$ cat config.mk
export PLATFORM = sky130hd
export DESIGN_NAME = mem_wb_stage
export DESIGN_NICKNAME = d
export VERILOG_FILES = /design/src/rtl/mem_wb_stage.sv
export SDC_FILE = /design/constraint.sdc
export NUM_CORES = 1
export LEC_CHECK = 0
export ABC_AREA = 1
export BUFFER_PORTS_ARGS = -buffer_cell sky130_fd_sc_hd__buf_2
export CAP_MARGIN = 20
export CORE_ASPECT_RATIO = 0.6
export CORE_MARGIN = 5
export CORE_UTILIZATION = 45
export CTS_CLUSTER_DIAMETER = 100
export DETAILED_ROUTE_END_ITERATION = 7
export HOLD_SLACK_MARGIN = 0.12
export PLACE_DENSITY = 0.76
export SYNTH_ARGS = -nofsm -noshare
export SYNTH_HDL_FRONTEND = slang
export SYNTH_SLANG_ARGS = --single-unit
$ cat constraint.sdc
create_clock -name clk -period 1.26 [get_ports clk]
set_clock_uncertainty 0.2 [all_clocks]
set_input_delay 0 -clock clk [delete_from_list [all_inputs] [get_ports clk]]
set_output_delay 0 -clock clk [all_outputs]
set_load 0.01 [all_outputs]
$ cat src/rtl/mem_wb_stage.sv
// MEM/WB pipeline register with big-endian load alignment, driving the register-file write port.
// Optional WB-stage forwarding compare is enabled by defining WB_BYPASS_EN.
module mem_wb_stage #(
  parameter int DW = 32,
  parameter int AW = 5
) (
  input  logic          clk,
  input  logic          rst,
  input  logic          stall,
  input  logic          flush,
  input  logic          in_valid,
  input  logic          in_regwrite,
  input  logic          in_memtoreg,
  input  logic [AW-1:0] in_rd,
  input  logic [DW-1:0] in_alu_result,
  input  logic [DW-1:0] in_mem_data,
  input  logic [2:0]    in_load_type,
`ifdef WB_BYPASS_EN
  input  logic [AW-1:0] byp_a1,
  input  logic [AW-1:0] byp_a2,
  output logic          byp_hit1,
  output logic          byp_hit2,
  output logic [DW-1:0] byp_data,
`endif
  output logic [AW-1:0] wb_a3,
  output logic [DW-1:0] wb_wr,
  output logic          wb_wrenable,
  output logic          wb_valid
);

  localparam logic [2:0] LT_LW  = 3'b000;
  localparam logic [2:0] LT_LH  = 3'b001;
  localparam logic [2:0] LT_LHU = 3'b010;
  localparam logic [2:0] LT_LB  = 3'b011;
  localparam logic [2:0] LT_LBU = 3'b100;

  // Byte 0 of the word is bits [31:24]; undefined load types fall back to a full word.
  function automatic logic [31:0] align_load(input logic [31:0] word,
                                             input logic [1:0]  off,
                                             input logic [2:0]  ltype);
    logic [15:0] half;
    logic [7:0]  byte_v;
    logic [31:0] res;
    half   = off[1] ? word[15:0] : word[31:16];
    case (off)
      2'd0:    byte_v = word[31:24];
      2'd1:    byte_v = word[23:16];
      2'd2:    byte_v = word[15:8];
      2'd3:    byte_v = word[7:0];
      default: byte_v = word[31:24];
    endcase
    case (ltype)
      LT_LW:   res = word;
      LT_LH:   res = {{16{half[15]}}, half};
      LT_LHU:  res = {16'h0000, half};
      LT_LB:   res = {{24{byte_v[7]}}, byte_v};
      LT_LBU:  res = {24'h000000, byte_v};
      default: res = word;
    endcase
    return res;
  endfunction

  logic          valid_q, valid_d;
  logic          regwrite_q, regwrite_d;
  logic [AW-1:0] a3_q, a3_d;
  logic [DW-1:0] wr_q, wr_d;
  logic [DW-1:0] load_val_s;

  assign load_val_s = align_load(in_mem_data, in_alu_result[1:0], in_load_type);

  // Next-state selection: flush beats stall, stall beats capture.
  always_comb begin
    valid_d    = valid_q;
    regwrite_d = regwrite_q;
    a3_d       = a3_q;
    wr_d       = wr_q;
    if (flush) begin
      valid_d    = 1'b0;
      regwrite_d = 1'b0;
      a3_d       = {AW{1'b0}};
      wr_d       = {DW{1'b0}};
    end else if (stall) begin
      valid_d    = valid_q;
      regwrite_d = regwrite_q;
      a3_d       = a3_q;
      wr_d       = wr_q;
    end else begin
      valid_d    = in_valid;
      regwrite_d = in_regwrite;
      a3_d       = in_rd;
      wr_d       = in_memtoreg ? load_val_s : in_alu_result;
    end
  end

  // WB pipeline register with asynchronous reset.
  always_ff @(posedge clk or posedge rst) begin
    if (rst) begin
      valid_q    <= 1'b0;
      regwrite_q <= 1'b0;
      a3_q       <= {AW{1'b0}};
      wr_q       <= {DW{1'b0}};
    end else begin
      valid_q    <= valid_d;
      regwrite_q <= regwrite_d;
      a3_q       <= a3_d;
      wr_q       <= wr_d;
    end
  end

  assign wb_valid    = valid_q;
  assign wb_a3       = a3_q;
  assign wb_wr       = wr_q;
  // $0 is hardwired zero, so its write is never enabled even though data still flows.
  assign wb_wrenable = valid_q & regwrite_q & (a3_q != {AW{1'b0}});

`ifdef WB_BYPASS_EN
  assign byp_hit1 = wb_wrenable & (byp_a1 == a3_q);
  assign byp_hit2 = wb_wrenable & (byp_a2 == a3_q);
  assign byp_data = wr_q;
`endif

endmodule
==> metrics.md <==
| Metric | Value |
|---|---|
| CTS sink cnt | 39 |
| Number of nets in the layout | 738 |
| Max VDD drop | 0.000604 V |
| Outcome | finished with violations |
| Worst Path Arrival | 1.27 ns |
| TritonCTS Buffers | 5 |
| Die X | 112 um |
| Hold path endpoint | wb_wr[15] |
| Distinct cell type count after synthesis | 30 |
| Startpoint Class | flop |
| Clock transition at path regs | 0.08 ns |
| Largest delay share family, worst path | flip-flops |
| Vias in the first global route | 3,722 |
| Fillers | 457 |
| Die ar. | 0.00802 mm2 |
| Number of antenna violations at the first check in global routing | 0 |
| Root buf cell | clkbuf_8 |
| Final setup fails | 1 |
| Register area share after synthesis | 34.5% |
| Total GRT Usage | 27.2% |
| Worst reg2reg endpoint | wb_valid |
| Critical path required time | 1.06 ns |
| Initial DRC count | 414 |
| Worst R2R Path Depth | 2 |
| Cell Pwr Density | 864 mW/mm2 |
| Seq cells post-synth | 39 |
| Top-area cell type share of the netlist area | 34.5% |
| Worst hold path depth | 5 |
| Largest net degree at the start of global routing | 40 |
| Finished Core Util | 75.5% |
| GPL Wtd Cong | 0.931 |
| Yosys top cell by area | dfrtp_1 |
| Final ANT Viol Nets | 0 |
| Final period util | 117% |
| Dpl hpwl | 7590 um |
| Vias | 3,797 |
| CP Cell Sequence | inv_1, nand3_1, o311ai_1, inv_1, buf_2 |
| First-pass GRT wire length | 17,700 um |
| CTS tree | done |
| Core footprint | 0.00611 mm2 |
| Worst min path class | input port to flop |
| Post-place instance area | 0.00371 mm2 |
| Ports | 118 |
| Max-Cap Viols | 0 |
| Rel. slew slack | 72.1% |
| H-tree levels | 2 |
| Row Count | 22 |
| CP max stage delay | 0.39 ns |
| Multi-input gate area | 0.00160 mm2 |
| Setup TNS | -0.212 ns |
| R2R Setup Slk | 0.39 ns |
| DRC | 0 |
| Syn avg cell area | 6.24 um2 |
| Yosys Warn Count | 0 |
| Commonest non-fill, non-tap cell in the layout | nand2_1 |
| CP Capture Type | primary output |
| Slowest cell on crit path | dfrtp_1 |
| Clock latency on the worst-skew pair | 0.30 ns |
| Syn_nets | 532 |
| Final slew viol count | 0 |
| Total power | 0.00399 W |
| WL/cell | 15.2 um |
| RSZ-0062 raised after global routing | true |
| Area contributors post-synth | dfrtp_1 (35%), nand2_1 (23%), nor2_1 (10%) |
| Die height | 71.4 um |
| R2R Path Start | wb_valid |
| Grt total ovfl | 0 |
| Port Buffers | 117 |
| Post-Synthesis Cells | 453 |
| Crit path time final | 1.47 ns |
| # diodes | 0 |
| Layout Area Growth over Synthesis | 63.2% |
| Pre-antenna DRT Iters | 5 |
| HP Start | in_mem_data[15] |
| Syn Std Cell Area | 0.00283 mm2 |
| Most frequent CP cell | inv_1 |
| Starting Density | 46.3% |
| Sequential Area | 976 um2 |
| Finished Cell Area | 0.00461 mm2 |
| P_leak | 2.66 nW |
| Hold_ws | -0.145 ns |
| CP Class | flop to primary output |
| Worst slew pin tran | 0.419 ns |
| CTS Buffer Depth | 2 |
| Failing checks | negative hold slack, negative setup slack |
| Routed wire length | 11,300 um |
| Layout cells sized above 1 | 30.0% |
| Most frequent cells in the layout | nand2_1 (174), buf_2 (110), nor2_1 (69), dlygate4sd3_1 (69), dfrtp_1 (39) |
| Worst setup margin | -0.212 ns |
| Crit path buffers/inverters | 3 |
| Fmax | 679 MHz |
| Final Hold Fails | 1 |
| Via density | 5.10 |
| Largest fanout on the critical path | 2 |
==> timing repair <==
| item | 4_1_cts | 5_1_grt |
|---|---|---|
| buffers inserted | 0 | 1 |
| endpoints found under the hold margin | 78 | 39 |
| hold buffers | 72 | 10 |
| cloned | 0 | 2 |
| setup endpoints to repair | 1 | 40 |
| pin swaps | 0 | 36 |
| gates resized for setup | 1 | 33 |
==> synth_stat cells, drive strengths merged <==
master and instances:
o311ai 1, nand2 190, o211ai 10, o22ai 3, inv 42, nor3 1
nand3 27, a31oi 5, clkbuf 9, a21oi 6, nand3b 1, nor2 78
or2 5, o21ai 22, buf 14, dfrtp 39
==> worst min-delay path: cells and delay by family <==
family | cells | cell delay, ns
and+or+nand+nor | 3 | 0.16
AOI/OAI and AO/OA | 1 | 0.08
buffers and inverters | 1 | 0.09
==> power by group <==
| group | internal (W) | total (W) | switching (W) |
|---|---|---|---|
| clock network | 0.000792 | 0.00128 | 0.000488 |
| registers | 0.00134 | 0.00139 | 0.0000540 |
| logic | 0.000602 | 0.00131 | 0.000711 |
| total | 0.00274 | 0.00399 | 0.00125 |
==> how the worst max path moves through the flow <==
stage / startpoint / to / slack [ns] / cells past startpoint
6_report: wb_a3[0] / wb_wrenable / -0.21 / 5
3_3_place_gp: in_load_type[1] / wb_wr[7] / -0.15 / 11
4_1_cts: wb_a3[0] / wb_wrenable / -0.21 / 5
3_5_place_dp: in_load_type[2] / wb_wr[8] / -0.22 / 11
2_1_floorplan: in_alu_result[1] / wb_wr[17] / 0.04 / 12
5_1_grt: wb_a3[0] / wb_wrenable / -0.28 / 5
==> layer usage <==
metal	GRT usage [%]	wire, um
met5	0	0
met4	6.93	196
met3	6.67	1240
met2	44.8	5090
met1	36.2	4790
==> flip-flops by register name, indices dropped and copies added, names as in the netlist <==
name	flops
regwrite_q	1
wb_a3	5
wb_valid	1
wb_wr	32
==> logic make-up (layout without fill, tap and decap cells) <==
logic type / after synthesis / in the layout / share of synthesized area [%]
AOI/OAI and AO/OA: 47 / 47 / 9.69
buffers and inverters: 65 / 271 / 10.3
DFF: 39 / 39 / 34.5
and+or+nand+nor: 302 / 303 / 45.5
==> cell type report <==
cell class              instances  area share [%]
clock buffers                   6            1.57
clock inverters                 2            1.30
inverters                      42            3.52
multi-input cells             350            34.8
flip-flops and latches         39            21.1
well taps                      84            2.28
repair buffers                221            35.4
==> metrics by stage <==
stage,setup slack [ns],hold WS [ns],cells
finish,-0.212,-0.145,744
global route,-0.276,-0.103,744
CTS,-0.212,-0.146,749
detailed placement,-0.222,-0.124,669
global placement,-0.151,-0.131,669
floorplan,0.0437,-0.0566,453
Power figures use the tool's default switching activity.
